--- config.mk ---
export PLATFORM = sky130hd
export DESIGN_NAME = rv_decode_stage_flat
export DESIGN_NICKNAME = d
export VERILOG_FILES = /design/src/rtl/rv_decode_stage_if.sv /design/src/rtl/rv_decode_stage.sv /design/src/flat_wrapper.sv
export SDC_FILE = /design/constraint.sdc
export NUM_CORES = 1
export LEC_CHECK = 0
export CAP_MARGIN = 5
export CELL_PAD_IN_SITES_DETAIL_PLACEMENT = 0
export CELL_PAD_IN_SITES_GLOBAL_PLACEMENT = 1
export CORE_MARGIN = 3
export CORE_UTILIZATION = 28
export DETAILED_ROUTE_END_ITERATION = 10
export PLACE_DENSITY = 0.77
export SYNTH_ARGS = -nofsm -noshare
export SYNTH_HDL_FRONTEND = slang
export SYNTH_SLANG_ARGS = --single-unit
--- constraint.sdc ---
create_clock -name clk -period 1.95 [get_ports clk]
set_input_delay 0.195 -clock clk [delete_from_list [all_inputs] [get_ports clk]]
set_output_delay 0.195 -clock clk [all_outputs]
set_load 0.1 [all_outputs]
--- src/rtl/rv_decode_stage_if.sv ---
// rtl/rv_decode_stage_if.sv - fetch-side and execute-side signals of the RV32I decode stage
interface rv_decode_stage_if #(
  parameter int XLEN  = 32,
  parameter int CNT_W = 16
);
  logic             in_valid;
  logic             in_ready;
  logic [31:0]      instr;
  logic [XLEN-1:0]  pc;
  logic             flush;
  logic             out_valid;
  logic             out_ready;
  logic [XLEN-1:0]  out_pc;
  logic [4:0]       out_rs1;
  logic [4:0]       out_rs2;
  logic [4:0]       out_rd;
  logic [XLEN-1:0]  out_imm;
  logic [3:0]       out_alu_control;
  logic             out_alu_src;
  logic             out_reg_write;
  logic             out_mem_read;
  logic             out_mem_write;
  logic             out_illegal;
  logic [CNT_W-1:0] illegal_count;

  // master: the fetch/execute environment around the stage; slave: the stage itself
  modport master (
    output in_valid, instr, pc, flush, out_ready,
    input  in_ready, out_valid, out_pc, out_rs1, out_rs2, out_rd, out_imm,
    input  out_alu_control, out_alu_src, out_reg_write, out_mem_read,
    input  out_mem_write, out_illegal, illegal_count
  );

  modport slave (
    input  in_valid, instr, pc, flush, out_ready,
    output in_ready, out_valid, out_pc, out_rs1, out_rs2, out_rd, out_imm,
    output out_alu_control, out_alu_src, out_reg_write, out_mem_read,
    output out_mem_write, out_illegal, illegal_count
  );
endinterface

--- src/rtl/rv_decode_stage.sv ---
// rtl/rv_decode_stage.sv - registered RV32I decode/control stage with illegal-instruction counting
module rv_decode_stage #(
  parameter int XLEN       = 32,
  parameter int ENABLE_SLT = 1,
  parameter int CNT_W      = 16
) (
  input logic               clk,
  input logic               rst,
  rv_decode_stage_if.slave  bus
);
  localparam logic [3:0] ALU_ADD  = 4'b0000;
  localparam logic [3:0] ALU_SUB  = 4'b0001;
  localparam logic [3:0] ALU_AND  = 4'b0010;
  localparam logic [3:0] ALU_OR   = 4'b0011;
  localparam logic [3:0] ALU_XOR  = 4'b0100;
  localparam logic [3:0] ALU_SLL  = 4'b0101;
  localparam logic [3:0] ALU_SRL  = 4'b0110;
  localparam logic [3:0] ALU_SRA  = 4'b0111;
  localparam logic [3:0] ALU_SLT  = 4'b1000;
  localparam logic [3:0] ALU_SLTU = 4'b1001;

  localparam logic [6:0] OP_R     = 7'b0110011;
  localparam logic [6:0] OP_I     = 7'b0010011;
  localparam logic [6:0] OP_LOAD  = 7'b0000011;
  localparam logic [6:0] OP_STORE = 7'b0100011;
  localparam logic [6:0] OP_LUI   = 7'b0110111;

  localparam logic       SLT_ON   = (ENABLE_SLT != 0);

  logic [6:0]      opcode;
  logic [2:0]      funct3;
  logic [6:0]      funct7;
  logic [XLEN-1:0] imm_i, imm_s, imm_u, imm_sh;

  assign opcode = bus.instr[6:0];
  assign funct3 = bus.instr[14:12];
  assign funct7 = bus.instr[31:25];

  // replication counts stay >= 1 for XLEN == 32 by splitting the sign bit off the field
  assign imm_i  = {{(XLEN-11){bus.instr[31]}}, bus.instr[30:20]};
  assign imm_s  = {{(XLEN-11){bus.instr[31]}}, bus.instr[30:25], bus.instr[11:7]};
  assign imm_u  = {{(XLEN-31){bus.instr[31]}}, bus.instr[30:12], 12'b0};
  assign imm_sh = {{(XLEN-5){1'b0}}, bus.instr[24:20]};

  logic            dec_ill, dec_src, dec_rw, dec_mr, dec_mw;
  logic [3:0]      dec_alu;
  logic [4:0]      dec_rs1;
  logic [XLEN-1:0] dec_imm;

  always_comb begin
    dec_ill = 1'b0;
    dec_src = 1'b0;
    dec_rw  = 1'b0;
    dec_mr  = 1'b0;
    dec_mw  = 1'b0;
    dec_alu = ALU_ADD;
    dec_imm = '0;
    dec_rs1 = bus.instr[19:15];
    case (opcode)
      OP_R: begin
        dec_rw = 1'b1;
        case ({funct7, funct3})
          10'b0000000_000: dec_alu = ALU_ADD;
          10'b0100000_000: dec_alu = ALU_SUB;
          10'b0000000_111: dec_alu = ALU_AND;
          10'b0000000_110: dec_alu = ALU_OR;
          10'b0000000_100: dec_alu = ALU_XOR;
          10'b0000000_001: dec_alu = ALU_SLL;
          10'b0000000_101: dec_alu = ALU_SRL;
          10'b0100000_101: dec_alu = ALU_SRA;
          10'b0000000_010: begin dec_alu = ALU_SLT;  dec_ill = !SLT_ON; end
          10'b0000000_011: begin dec_alu = ALU_SLTU; dec_ill = !SLT_ON; end
          default:         dec_ill = 1'b1;
        endcase
      end
      OP_I: begin
        dec_src = 1'b1;
        dec_rw  = 1'b1;
        dec_imm = imm_i;
        case (funct3)
          3'b000: dec_alu = ALU_ADD;
          3'b100: dec_alu = ALU_XOR;
          3'b110: dec_alu = ALU_OR;
          3'b111: dec_alu = ALU_AND;
          3'b010: begin dec_alu = ALU_SLT;  dec_ill = !SLT_ON; end
          3'b011: begin dec_alu = ALU_SLTU; dec_ill = !SLT_ON; end
          3'b001: begin
            dec_imm = imm_sh;
            dec_alu = ALU_SLL;
            dec_ill = (funct7 != 7'b0000000);
          end
          default: begin
            dec_imm = imm_sh;
            dec_alu = funct7[5] ? ALU_SRA : ALU_SRL;
            dec_ill = (funct7 != 7'b0000000) && (funct7 != 7'b0100000);
          end
        endcase
      end
      OP_LOAD: begin
        dec_src = 1'b1;
        dec_rw  = 1'b1;
        dec_mr  = 1'b1;
        dec_imm = imm_i;
        dec_ill = (funct3 == 3'b011) || (funct3 == 3'b110) || (funct3 == 3'b111);
      end
      OP_STORE: begin
        dec_src = 1'b1;
        dec_mw  = 1'b1;
        dec_imm = imm_s;
        dec_ill = funct3[2] || (funct3 == 3'b011);
      end
      OP_LUI: begin
        dec_src = 1'b1;
        dec_rw  = 1'b1;
        dec_imm = imm_u;
        dec_rs1 = 5'd0;
      end
      default: dec_ill = 1'b1;
    endcase
    if (dec_ill) begin
      dec_rw  = 1'b0;
      dec_mr  = 1'b0;
      dec_mw  = 1'b0;
      dec_alu = ALU_ADD;
    end
    if (bus.instr[11:7] == 5'd0) dec_rw = 1'b0;
  end

  logic             valid_q, src_q, rw_q, mr_q, mw_q, ill_q;
  logic [XLEN-1:0]  pc_q, imm_q;
  logic [4:0]       rs1_q, rs2_q, rd_q;
  logic [3:0]       alu_q;
  logic [CNT_W-1:0] cnt_q;
  logic             in_ready_c, accept;

  assign in_ready_c = !rst && (!valid_q || bus.out_ready);
  assign accept     = bus.in_valid && in_ready_c;

  always_ff @(posedge clk) begin
    if (rst) begin
      valid_q <= 1'b0;
      pc_q    <= '0;
      rs1_q   <= '0;
      rs2_q   <= '0;
      rd_q    <= '0;
      imm_q   <= '0;
      alu_q   <= '0;
      src_q   <= 1'b0;
      rw_q    <= 1'b0;
      mr_q    <= 1'b0;
      mw_q    <= 1'b0;
      ill_q   <= 1'b0;
      cnt_q   <= '0;
    end else if (bus.flush) begin
      valid_q <= 1'b0;
    end else if (accept) begin
      valid_q <= 1'b1;
      pc_q    <= bus.pc;
      rs1_q   <= dec_rs1;
      rs2_q   <= bus.instr[24:20];
      rd_q    <= bus.instr[11:7];
      imm_q   <= dec_imm;
      alu_q   <= dec_alu;
      src_q   <= dec_src;
      rw_q    <= dec_rw;
      mr_q    <= dec_mr;
      mw_q    <= dec_mw;
      ill_q   <= dec_ill;
      if (dec_ill && (cnt_q != {CNT_W{1'b1}})) cnt_q <= cnt_q + 1'b1;
    end else if (bus.out_ready) begin
      valid_q <= 1'b0;
    end
  end

  assign bus.in_ready        = in_ready_c;
  assign bus.out_valid       = valid_q;
  assign bus.out_pc          = pc_q;
  assign bus.out_rs1         = rs1_q;
  assign bus.out_rs2         = rs2_q;
  assign bus.out_rd          = rd_q;
  assign bus.out_imm         = imm_q;
  assign bus.out_alu_control = alu_q;
  assign bus.out_alu_src     = src_q;
  assign bus.out_reg_write   = rw_q;
  assign bus.out_mem_read    = mr_q;
  assign bus.out_mem_write   = mw_q;
  assign bus.out_illegal     = ill_q;
  assign bus.illegal_count   = cnt_q;
endmodule

--- src/flat_wrapper.sv ---
// flat-port wrapper written by rule: the top's interface ports become plain ports
module rv_decode_stage_flat 
#(
  parameter int XLEN       = 32,
  parameter int ENABLE_SLT = 1,
  parameter int CNT_W      = 16
)
  (clk, rst, bus_in_valid, bus_instr, bus_pc, bus_flush, bus_out_ready, bus_in_ready, bus_out_valid, bus_out_pc, bus_out_rs1, bus_out_rs2, bus_out_rd, bus_out_imm, bus_out_alu_control, bus_out_alu_src, bus_out_reg_write, bus_out_mem_read, bus_out_mem_write, bus_out_illegal, bus_illegal_count);
  rv_decode_stage_if #(.XLEN(XLEN), .CNT_W(CNT_W)) bus_i ();
  input logic clk;
  input logic rst;
  input wire logic [$bits(bus_i.in_valid)-1:0] bus_in_valid;
  input wire logic [$bits(bus_i.instr)-1:0] bus_instr;
  input wire logic [$bits(bus_i.pc)-1:0] bus_pc;
  input wire logic [$bits(bus_i.flush)-1:0] bus_flush;
  input wire logic [$bits(bus_i.out_ready)-1:0] bus_out_ready;
  output wire logic [$bits(bus_i.in_ready)-1:0] bus_in_ready;
  output wire logic [$bits(bus_i.out_valid)-1:0] bus_out_valid;
  output wire logic [$bits(bus_i.out_pc)-1:0] bus_out_pc;
  output wire logic [$bits(bus_i.out_rs1)-1:0] bus_out_rs1;
  output wire logic [$bits(bus_i.out_rs2)-1:0] bus_out_rs2;
  output wire logic [$bits(bus_i.out_rd)-1:0] bus_out_rd;
  output wire logic [$bits(bus_i.out_imm)-1:0] bus_out_imm;
  output wire logic [$bits(bus_i.out_alu_control)-1:0] bus_out_alu_control;
  output wire logic [$bits(bus_i.out_alu_src)-1:0] bus_out_alu_src;
  output wire logic [$bits(bus_i.out_reg_write)-1:0] bus_out_reg_write;
  output wire logic [$bits(bus_i.out_mem_read)-1:0] bus_out_mem_read;
  output wire logic [$bits(bus_i.out_mem_write)-1:0] bus_out_mem_write;
  output wire logic [$bits(bus_i.out_illegal)-1:0] bus_out_illegal;
  output wire logic [$bits(bus_i.illegal_count)-1:0] bus_illegal_count;
  assign bus_i.in_valid = bus_in_valid;
  assign bus_i.instr = bus_instr;
  assign bus_i.pc = bus_pc;
  assign bus_i.flush = bus_flush;
  assign bus_i.out_ready = bus_out_ready;
  assign bus_in_ready = bus_i.in_ready;
  assign bus_out_valid = bus_i.out_valid;
  assign bus_out_pc = bus_i.out_pc;
  assign bus_out_rs1 = bus_i.out_rs1;
  assign bus_out_rs2 = bus_i.out_rs2;
  assign bus_out_rd = bus_i.out_rd;
  assign bus_out_imm = bus_i.out_imm;
  assign bus_out_alu_control = bus_i.out_alu_control;
  assign bus_out_alu_src = bus_i.out_alu_src;
  assign bus_out_reg_write = bus_i.out_reg_write;
  assign bus_out_mem_read = bus_i.out_mem_read;
  assign bus_out_mem_write = bus_i.out_mem_write;
  assign bus_out_illegal = bus_i.out_illegal;
  assign bus_illegal_count = bus_i.illegal_count;
  rv_decode_stage #(.XLEN(XLEN), .ENABLE_SLT(ENABLE_SLT), .CNT_W(CNT_W)) u_core (.clk(clk), .rst(rst), .bus(bus_i));
endmodule
==> run summary, run 1 <==
## Yosys
* Synth async-reset ratio: 0%
* synthesized instance count: 514
* sequential area share after synthesis: 49.0%
* Post-Syn Area: 4290 um2
* Netlist cell types: 51
* number of synthesized flops with an enable pin: 0
* average size of a mapped cell: 8.34 um2
* most common flop cell mapped by yosys: sky130_fd_sc_hd__dfxtp_1
* FF+latch count, synth: 105
* post-synthesis net count: 584
* Syn. warnings: 0

## CTS
* TritonCTS sink count: 105
* source-to-sink clock delay at the later pin of the worst-skew pair: 350 ps
* worst-case clock buffer depth: 2
* CTS HTree Levels: 3
* clk slew on worst S/H paths: 70 ps
* CTS buffer count: 9
* CTS tree: yes
* CTS root buffer: sky130_fd_sc_hd__clkbuf_16

## Detailed routing
* post-route ant nets: 0
* via count: 4377
* first drt pass iteration count: 4
* routed wirelength normalized by instance count: 15.8 um
* via density per instance: 4.84
* number of remaining DRC errors: 0
* starting DRC count in detailed routing: 149
* post-detailed-routing wire length: 14300 um

## Die
* core area: 14800 um2
* height of the chip: 130 um
* initial core utilization: 29.1%
* io pins: 175
* number of core rows: 44
* DIE AREA: 16800 um2
* die outline width: 130 um

## Finish
* antenna cells: 0
* commonest non-fill, non-tap cell in the layout: sky130_fd_sc_hd__buf_4
* number of nets in the layout: 785
* area added between synthesis and finish: 56.7%
* leading cell types in the layout, fill and taps excluded: sky130_fd_sc_hd__buf_4 (151), sky130_fd_sc_hd__nand2_1 (103), sky130_fd_sc_hd__dfxtp_1 (88), sky130_fd_sc_hd__a21oi_1 (75), sky130_fd_sc_hd__clkdlybuf4s50_1 (60)
* Core Util, Final: 45.5%
* fraction of layout cells with a size suffix above 1: 30.1%

## Timing
* Slew HR: 23.9%
* Period minus WS final: 1890 ps
* final worst slack: 63.9 ps
* final hold violations: 0
* maximum clock skew at final layout: 7.04 ps
* share of the clock period used by the worst path: 96.7%
* maximum frequency from static timing analysis: 530 MHz
* Setup violations, final: 0
* hold_ws: 253 ps
* setup TNS: 0 ps
* measured slew at the worst slew-check pin: 1140 ps
* setup repair after global routing missed its margin: yes
* final count of pins violating max slew: 0

## Setup path
* kind of critical path: primary input to flip-flop
* sort of element at the end of the critical path: flip-flop
* required time of the worst setup path: 2210 ps
* Max FO, Critical Path: 7
* Critical Path Start Type: primary input
* critical path data arrival time: 2150 ps

## GRT
* vias in the first global route: 4195
* number of antenna violations at the first check in global routing: 0
* global-route wire length before repair: 22000 um
* largest net degree at the start of global routing: 105
* global router's overall resource usage: 16.4%
* leftover overflow at the end of global routing: 0

## Power
* Max rail drop VDD: 0.389 mV
* leak pwr: 0.00266 uW
* P per Cell Area: 691 nW/um2
* Final Total Pwr: 4640 uW

## Placement
* Post-DP HPWL: 10200 um
* final weighted congestion in routability-driven placement: 0.793
* number of I/O port buffers: 174
* pre-CTS worst setup slack: -544 ps

## Hold path
* Min-Delay Path Class: primary input to flip-flop

## Status
* outcome: finished clean

## Flow run
* Max Cap Viol: 0

cell families after synthesis:
family,count (synthesis),synth area share [%]
DFF,105,49.0
and+or+nand+nor,196,21.7
muxes,5,1.26
buffers and inverters,48,4.38
adders and majority gates,1,0.292
AOI/OAI and AO/OA,155,22.6
xor gates and xnor gates,4,0.817
registers in the layout, indices dropped and copies added, names as in the netlist:
| signal | count |
|---|---|
| u_core.bus.illegal_count | 16 |
| u_core.bus.out_rs1 | 5 |
| u_core.bus.out_mem_read | 1 |
| u_core.bus.out_reg_write | 1 |
| u_core.bus.out_mem_write | 1 |
| u_core.bus.out_imm | 32 |
| u_core.bus.out_alu_control | 4 |
| u_core.bus.out_valid | 1 |
| u_core.bus.out_alu_src | 1 |
| u_core.bus.out_illegal | 1 |
| u_core.bus.out_pc | 32 |
| u_core.bus.out_rs2 | 5 |
| u_core.bus.out_rd | 5 |
cell type report:
type	count	area [um2]
fillers	1477	8040
flip-flops and latches	105	2150
multi-input cells	361	2080
repair buffers	227	1940
clock buffers	12	246
well taps	184	230
inverters	11	41.3
clock inverters	4	27.5
per-stage QoR:
| step | cells | area, um2 |
|---|---|---|
| floorplan | 514 | 4340 |
| global placement | 881 | 6300 |
| finish | 904 | 6720 |
| detailed placement | 881 | 6300 |
| global route | 904 | 6720 |
| CTS | 903 | 6660 |
report_power, final:
| part | leakage (uW) | total (uW) | internal [uW] | switching [uW] |
|---|---|---|---|---|
| clock network | 0.000137 | 1700 | 905 | 791 |
| registers | 0.000861 | 2190 | 2170 | 20.5 |
| logic | 0.00166 | 760 | 263 | 497 |
path summary, 6_finish.rpt:
path / slack [ps] / cells after the start / end / start
setup / recovery: 60 / 7 / u_core.bus.illegal_count[7]$_SDFFE_PP0P_ / bus_instr[4]
hold / removal: 250 / 3 / u_core.bus.out_imm[5]$_SDFFE_PP0P_ / bus_instr[25]
setup reg to reg: 100 / 5 / u_core.bus.illegal_count[15]$_SDFFE_PP0P_ / u_core.bus.illegal_count[5]$_SDFFE_PP0P_
hold reg to reg: 450 / 2 / u_core.bus.out_pc[23]$_SDFFE_PP0P_ / u_core.bus.out_pc[23]$_SDFFE_PP0P_
layer usage:
layer  vias up  track usage, %  routed length [um]
met3        19            3.64                 822
met4         0            7.27                 289
met2       121            26.8                6800
met1      2041            20.8                6350
li1       2196               -                   -
met5         -               0                   0
Yosys cell counts, types with 4 or more instances:
cell type | count | area share, %
sky130_fd_sc_hd__nor2b_1 | 5 | 0.73
sky130_fd_sc_hd__nor2_1 | 36 | 3.2
sky130_fd_sc_hd__dfxtp_1 | 105 | 49
sky130_fd_sc_hd__o31ai_1 | 6 | 1.1
sky130_fd_sc_hd__nor3_1 | 5 | 0.58
sky130_fd_sc_hd__a22oi_1 | 35 | 6.1
sky130_fd_sc_hd__o21a_1 | 4 | 0.70
sky130_fd_sc_hd__clkbuf_1 | 31 | 2.7
sky130_fd_sc_hd__nand2_1 | 103 | 9.0
sky130_fd_sc_hd__o211ai_1 | 5 | 0.88
sky130_fd_sc_hd__nand3_1 | 9 | 1.1
sky130_fd_sc_hd__nand3b_1 | 6 | 1.1
sky130_fd_sc_hd__o21ai_0 | 16 | 1.9
sky130_fd_sc_hd__nand4_1 | 7 | 1.0
sky130_fd_sc_hd__a21oi_1 | 77 | 9.0
sky130_fd_sc_hd__inv_1 | 11 | 0.96
what timing repair did:
item                                    CTS  global route
resized for setup                        18            13
endpoints found under the setup margin   42            20
pin swaps                                 5             5
gates cloned                              1             0
buffers inserted                          5             1
hold buffers                              0             0
critical path: stages:
cell and delay (ps):
sky130_fd_sc_hd__clkdlybuf4s50_1 640, sky130_fd_sc_hd__nand3_2 180, sky130_fd_sc_hd__o2111ai_4 330, sky130_fd_sc_hd__o21ai_4 120, sky130_fd_sc_hd__buf_6 140, sky130_fd_sc_hd__or3_2 400, sky130_fd_sc_hd__a21oi_1 140
Note: power is estimated with default switching activity, not from simulation.
==> inputs of run 2 (changes only) <==
--- a/config.mk
+++ b/config.mk
@@ -12,6 +12,7 @@
 export CORE_UTILIZATION = 28
 export DETAILED_ROUTE_END_ITERATION = 10
 export PLACE_DENSITY = 0.77
+export REMOVE_ABC_BUFFERS = 1
 export SYNTH_ARGS = -nofsm -noshare
 export SYNTH_HDL_FRONTEND = slang
 export SYNTH_SLANG_ARGS = --single-unit
==> run summary, run 2 (synthesized netlist as in run 1, its figures left out) <==
## Status
* outcome: finished clean, unchanged

## CTS
* worst-case clock buffer depth: 2, unchanged
* source-to-sink clock delay at the later pin of the worst-skew pair: 350 ps, about the same
* CTS HTree Levels: 3, unchanged
* TritonCTS sink count: 105, unchanged
* CTS root buffer: sky130_fd_sc_hd__clkbuf_16, unchanged
* hold-fix buffers at CTS: 0, unchanged
* CTS tree: yes, unchanged
* clk slew on worst S/H paths: 70 ps, about the same
* CTS buffer count: 9, unchanged

## Timing
* measured slew at the worst slew-check pin: 1140 ps, about the same
* final count of pins violating max slew: 0, unchanged
* maximum clock skew at final layout: 7.06 ps, was 7.04 ps
* maximum frequency from static timing analysis: 533 MHz, was 530 MHz
* Period minus WS final: 1870 ps, was 1890 ps
* Setup violations, final: 0, unchanged
* share of the clock period used by the worst path: 96.2%, was 96.7%
* final hold violations: 0, unchanged
* hold_ws: 264 ps, was 253 ps
* Slew HR: 23.9%, about the same

## GRT
* global-route wire length before repair: 20800 um, was 22000 um
* leftover overflow at the end of global routing: 0, unchanged
* number of antenna violations at the first check in global routing: 0, unchanged
* largest net degree at the start of global routing: 105, unchanged
* vias in the first global route: 4168, was 4195
* global router's overall resource usage: 15.3%, was 16.4%

## Hold path
* Hold Crit Start: bus_instr[25], unchanged
* Min-Delay Path Class: primary input to flip-flop, unchanged

## Power
* Max rail drop VDD: 0.390 mV, was 0.389 mV
* leak pwr: 0.00269 uW, was 0.00266 uW
* P per Cell Area: 704 nW/um2, was 691 nW/um2

## Setup path
* critical-path cell list: clkdlybuf4s15_1 -> or4_4 -> nor3_4 -> o2111ai_4 -> o21ai_4 -> nor3_1 -> mux2_1, was clkdlybuf4s50_1 -> nand3_2 -> o2111ai_4 -> o21ai_4 -> buf_6 -> or3_2 -> a21oi_1
* sort of element at the end of the critical path: flip-flop, unchanged
* CP bufs+invs: 1, was 2
* critical path data arrival time: 2110 ps, was 2150 ps
* worst setup path start: bus_instr[25], was bus_instr[4]
* flop-to-flop setup slack: 80 ps, was 100 ps
* kind of critical path: primary input to flip-flop, unchanged
* cell class contributing the biggest share of worst-path delay: simple AND/OR/NAND/NOR gates, was buffers and inverters
* required time of the worst setup path: 2180 ps, was 2210 ps
* worst-path cell with the longest stage delay: sky130_fd_sc_hd__or4_4, was sky130_fd_sc_hd__clkdlybuf4s50_1
* Max FO, Critical Path: 5, was 7
* Critical Path Start Type: primary input, unchanged
* launching point of the worst reg2reg path: u_core.bus.illegal_count[0]$_SDFFE_PP0P_, was u_core.bus.illegal_count[5]$_SDFFE_PP0P_
* Largest stage delay, worst path: 540 ps, was 640 ps

## Detailed routing
* number of remaining DRC errors: 0, unchanged
* starting DRC count in detailed routing: 268, was 149
* routed wirelength normalized by instance count: 14.8 um, was 15.8 um
* via count: 4381, was 4377
* via density per instance: 4.84, about the same
* post-detailed-routing wire length: 13400 um, was 14300 um
* post-route ant nets: 0, unchanged
* first drt pass iteration count: 4, unchanged

## Die
* initial core utilization: 29.1%, unchanged
* DIE AREA: 16800 um2, unchanged
* height of the chip: 130 um, unchanged
* die outline width: 130 um, unchanged
* core area: 14800 um2, unchanged
* number of core rows: 44, unchanged
* io pins: 175, unchanged

## Finish
* commonest non-fill, non-tap cell in the layout: sky130_fd_sc_hd__buf_4, unchanged
* antenna cells: 0, unchanged
* Core Util, Final: 45.4%, was 45.5%
* non-filler cells, final: 905, was 904
* area added between synthesis and finish: 56.2%, was 56.7%
* fraction of layout cells with a size suffix above 1: 28.0%, was 30.1%
* leading cell types in the layout, fill and taps excluded: sky130_fd_sc_hd__buf_4 (153), sky130_fd_sc_hd__nand2_1 (103), sky130_fd_sc_hd__dfxtp_1 (103), sky130_fd_sc_hd__a21oi_1 (73), sky130_fd_sc_hd__clkdlybuf4s50_1 (58), was sky130_fd_sc_hd__buf_4 (151), sky130_fd_sc_hd__nand2_1 (103), sky130_fd_sc_hd__dfxtp_1 (88), sky130_fd_sc_hd__a21oi_1 (75), sky130_fd_sc_hd__clkdlybuf4s50_1 (60)
* number of nets in the layout: 787, was 785

## Placement
* Post-DP HPWL: 9530 um, was 10200 um
* number of placed cells counting well taps: 888, was 881
* final weighted congestion in routability-driven placement: 0.853, was 0.793
* number of I/O port buffers: 174, unchanged

## Flow run
* Max Cap Viol: 0, unchanged

## run 2: changes by cell type in the layout (fill, tap and decap cells not counted), sizes merged, moves of 2 or more
cell           previous run  this run
dlymetal6s2s              2         5
buf                     160       162
clkdlybuf4s50            60        58
clkinv                    3         1
## run 2: final timing paths
path / cells after the start / endpoint
worst max-delay path: 7 / u_core.bus.illegal_count[9]$_SDFFE_PP0P_
worst min-delay path: 3 / u_core.bus.out_imm[5]$_SDFFE_PP0P_
worst max register to register: 8 / u_core.bus.illegal_count[7]$_SDFFE_PP0P_
worst min register to register: 2 / u_core.bus.out_rd[1]$_SDFFE_PP0P_
## run 2: worst min-delay path, stage by stage
cell and delay [ps]:
sky130_fd_sc_hd__clkdlybuf4s15_1 210, sky130_fd_sc_hd__a22oi_1 80, sky130_fd_sc_hd__nor2_1 90
## run 2: where the power goes
| part | internal (uW) | switching (uW) | leakage (uW) | total (uW) |
|---|---|---|---|---|
| Sequential | 2180 | 19.7 | 0.000850 | 2200 |
| Combinational | 258 | 487 | 0.00170 | 745 |
| Clock | 989 | 776 | 0.000133 | 1760 |
| Total | 3430 | 1280 | 0.00269 | 4710 |
## run 2: final cells by class
class | count | area, um2
clock buffer | 12 | 236
fill | 1472 | 8060
clock inverter | 3 | 42.5
timing repair buffer | 229 | 1960
tap | 184 | 230
sequential | 105 | 2100
multi-input combinational | 361 | 2080
inverter | 11 | 41.3
## run 2: timing repair
item / 4_1_cts / 5_1_grt
endpoints found under the setup margin: 32 / 15
setup buffers: 1 / 0
gates resized for setup: 17 / 16
pin swaps: 5 / 7
cloned: 1 / 0
## run 2: through the flow
step / power, uW / setup slack, ps / TNS, ps / area, um2
after floorplan: 2640 / -2050 / -156780 / 4140
after global placement: 2990 / -489 / -27390 / 6310
after detailed placement: 2990 / -522 / -31240 / 6310
after CTS: 4780 / 11.6 / 0 / 6650
after global routing: 4900 / -25.0 / -26.9 / 6700
final: 4710 / 75.0 / 0 / 6700
## run 2: per-layer routing
layer	track usage [%]	routed length, um	share of wire, %	vias to the layer above
met5	0	0	0	-
met4	3.55	142	1.1	0
met3	4.75	938	7.0	12
met2	25.6	6410	48	145
met1	19.5	5920	44	2020
li1	-	-	-	2204
==> inputs of run 3 (changes only) <==
--- a/config.mk
+++ b/config.mk
@@ -11,7 +11,7 @@
 export CORE_MARGIN = 3
 export CORE_UTILIZATION = 28
 export DETAILED_ROUTE_END_ITERATION = 10
-export PLACE_DENSITY = 0.77
+export PLACE_DENSITY_LB_ADDON = 0.1
 export REMOVE_ABC_BUFFERS = 1
 export SYNTH_ARGS = -nofsm -noshare
 export SYNTH_HDL_FRONTEND = slang
==> run summary, run 3 (synthesized netlist as in run 1, its figures left out) <==
## Die
* initial core utilization: 29.1%, unchanged
* core area: 14800 um2, unchanged
* height of the chip: 130 um, unchanged
* number of core rows: 44, unchanged
* io pins: 175, unchanged
* DIE AREA: 16800 um2, unchanged
* die outline width: 130 um, unchanged

## Timing
* share of the clock period used by the worst path: 96.1%, was 96.2%
* Setup violations, final: 0, unchanged
* final count of pins violating max slew: 0, unchanged
* maximum frequency from static timing analysis: 533 MHz, about the same
* measured slew at the worst slew-check pin: 700 ps, was 1140 ps
* Slew HR: 53.3%, was 23.9%
* setup TNS: 0 ps, unchanged
* Period minus WS final: 1870 ps, about the same
* final hold violations: 0, unchanged
* hold_ws: 299 ps, was 264 ps
* maximum clock skew at final layout: 6.18 ps, was 7.06 ps

## Detailed routing
* via count: 4357, was 4381
* via density per instance: 4.82, was 4.84
* number of remaining DRC errors: 0, unchanged
* post-route ant nets: 0, unchanged
* starting DRC count in detailed routing: 216, was 268
* routed wirelength normalized by instance count: 15.7 um, was 14.8 um
* post-detailed-routing wire length: 14200 um, was 13400 um
* first drt pass iteration count: 4, unchanged

## Placement
* final weighted congestion in routability-driven placement: 0.788, was 0.853
* number of I/O port buffers: 174, unchanged
* number of placed cells counting well taps: 887, was 888
* Post-DP HPWL: 10200 um, was 9530 um

## Finish
* non-filler cells, final: 904, was 905
* commonest non-fill, non-tap cell in the layout: sky130_fd_sc_hd__buf_4, unchanged
* fill cell count: 1490, was 1472
* fraction of layout cells with a size suffix above 1: 27.6%, was 28.0%
* number of nets in the layout: 786, was 787
* leading cell types in the layout, fill and taps excluded: sky130_fd_sc_hd__buf_4 (154), sky130_fd_sc_hd__dfxtp_1 (104), sky130_fd_sc_hd__nand2_1 (103), sky130_fd_sc_hd__a21oi_1 (77), sky130_fd_sc_hd__clkdlybuf4s50_1 (60), was sky130_fd_sc_hd__buf_4 (153), sky130_fd_sc_hd__nand2_1 (103), sky130_fd_sc_hd__dfxtp_1 (103), sky130_fd_sc_hd__a21oi_1 (73), sky130_fd_sc_hd__clkdlybuf4s50_1 (58)
* antenna cells: 0, unchanged
* Core Util, Final: 45.1%, was 45.4%
* area added between synthesis and finish: 55.2%, was 56.2%

## Setup path
* flop-to-flop setup slack: 140 ps, was 80 ps
* Largest stage delay, worst path: 480 ps, was 540 ps
* launching point of the worst reg2reg path: u_core.bus.illegal_count[6]$_SDFFE_PP0P_, was u_core.bus.illegal_count[0]$_SDFFE_PP0P_
* end of the worst register-to-register path: u_core.bus.illegal_count[15]$_SDFFE_PP0P_, was u_core.bus.illegal_count[7]$_SDFFE_PP0P_
* worst-path cell with the longest stage delay: sky130_fd_sc_hd__clkdlybuf4s50_1, was sky130_fd_sc_hd__or4_4
* required time of the worst setup path: 2220 ps, was 2180 ps
* sort of element at the end of the critical path: flip-flop, unchanged
* critical path data arrival time: 2140 ps, was 2110 ps
* kind of critical path: primary input to flip-flop, unchanged
* Max FO, Critical Path: 6, was 5
* depth of the worst register-to-register path: 5, was 8
* critical-path cell list: clkdlybuf4s50_1 -> and4bb_2 -> nand4_1 -> a21oi_4 -> o21ai_2 -> buf_6 -> or4_1 -> a21oi_1, was clkdlybuf4s15_1 -> or4_4 -> nor3_4 -> o2111ai_4 -> o21ai_4 -> nor3_1 -> mux2_1
* Critical Path Start Type: primary input, unchanged

## GRT
* leftover overflow at the end of global routing: 0, unchanged
* global router's overall resource usage: 16.1%, was 15.3%
* largest net degree at the start of global routing: 64, was 105
* vias in the first global route: 4181, was 4168
* global-route wire length before repair: 21600 um, was 20800 um
* number of antenna violations at the first check in global routing: 0, unchanged

## CTS
* TritonCTS sink count: 105, unchanged
* CTS tree: yes, unchanged
* source-to-sink clock delay at the later pin of the worst-skew pair: 340 ps, was 350 ps
* worst-case clock buffer depth: 2, unchanged
* CTS buffer count: 9, unchanged
* clk slew on worst S/H paths: 70 ps, about the same
* hold-fix buffers at CTS: 0, unchanged
* CTS HTree Levels: 3, unchanged
* CTS root buffer: sky130_fd_sc_hd__clkbuf_16, unchanged

## Hold path
* number of cells on the worst hold path: 4, was 3
* Min-Delay Path Class: primary input to flip-flop, unchanged
* endpoint of the worst hold-timing path: u_core.bus.out_valid$_SDFFE_PP0P_, was u_core.bus.out_imm[5]$_SDFFE_PP0P_
* Hold Crit Start: rst, was bus_instr[25]

## Status
* outcome: finished clean, unchanged

## Power
* P per Cell Area: 702 nW/um2, was 704 nW/um2
* Final Total Pwr: 4670 uW, was 4710 uW
* leak pwr: 0.00265 uW, was 0.00269 uW
* Max rail drop VDD: 0.497 mV, was 0.390 mV

## Flow run
* Max Cap Viol: 0, unchanged

## run 3: cell types whose count changed in the layout (fill, tap and decap cells not counted), sizes merged, moves of 2 or more
cell           before  now
clkbuf             12   10
dlygate4sd2         2    4
clkdlybuf4s50      58   60
dlymetal6s2s        5    3
clkdlybuf4s15       2    0
## run 3: how the worst max path moves through the flow
| stage | startpoint | to | slack (ps) | cells after the start |
|---|---|---|---|---|
| floorplan | u_core.bus.out_valid$_SDFFE_PP0P_ | u_core.bus.out_imm[12]$_SDFFE_PP0P_ | -2050 | 5 |
| global placement | bus_instr[26] | u_core.bus.illegal_count[3]$_SDFFE_PP0P_ | -510 | 8 |
| detailed placement | bus_instr[26] | u_core.bus.illegal_count[9]$_SDFFE_PP0P_ | -560 | 7 |
| CTS | u_core.bus.illegal_count[0]$_SDFFE_PP0P_ | u_core.bus.illegal_count[7]$_SDFFE_PP0P_ | 7 | 8 |
| global route | u_core.bus.illegal_count[11]$_SDFFE_PP0P_ | u_core.bus.illegal_count[1]$_SDFFE_PP0P_ | -6 | 7 |
| finish | bus_instr[1] | u_core.bus.illegal_count[6]$_SDFFE_PP0P_ | 80 | 8 |
## run 3: worst max-delay path, delay by kind of cell
kind | cells | cell delay, ps
AND/OR/NAND/NOR | 3 | 840
buffers and inverters | 2 | 630
AO/OA/AOI/OAI | 3 | 480
## run 3: report_power, final
group          switching [uW]  total (uW)  leakage (uW)  internal, uW
Sequential               19.5        2200      0.000850          2180
Combinational             490         747       0.00167           257
Clock                     818        1720      0.000131           903
Total                    1330        4670       0.00265          3340
## run 3: final cells by class
class	count	area, um2	share of cell area (%)
Clock buffer	10	239	3.59
Clock inverter	5	41.3	0.621
Inverter	11	41.3	0.621
Multi-Input combinational cell	361	2060	31.0
Sequential cell	105	2100	31.6
Tap cell	184	230	3.46
Timing Repair Buffer	228	1930	29.1
## run 3: timing repair
item                                    in CTS  in global routing
pin swaps                                    4                  9
endpoints found under the setup margin      21                 17
gates cloned                                 1                  0
resized for setup                           10                 15
buffers inserted                             1                  0
## run 3: routing by layer
metal	GRT usage [%]	wire length (um)
met5	0	0
met4	2.93	88
met3	4.26	734
met2	26.3	6570
met1	21.8	6770
## run 3: per-stage QoR
step                      instance area [um2]  worst slack (ps)
after floorplan                          4140             -2050
after CTS                                6600              6.65
after detailed placement                 6290              -559
after global placement                   6290              -507
final                                    6650              75.1
after global routing                     6650             -6.20
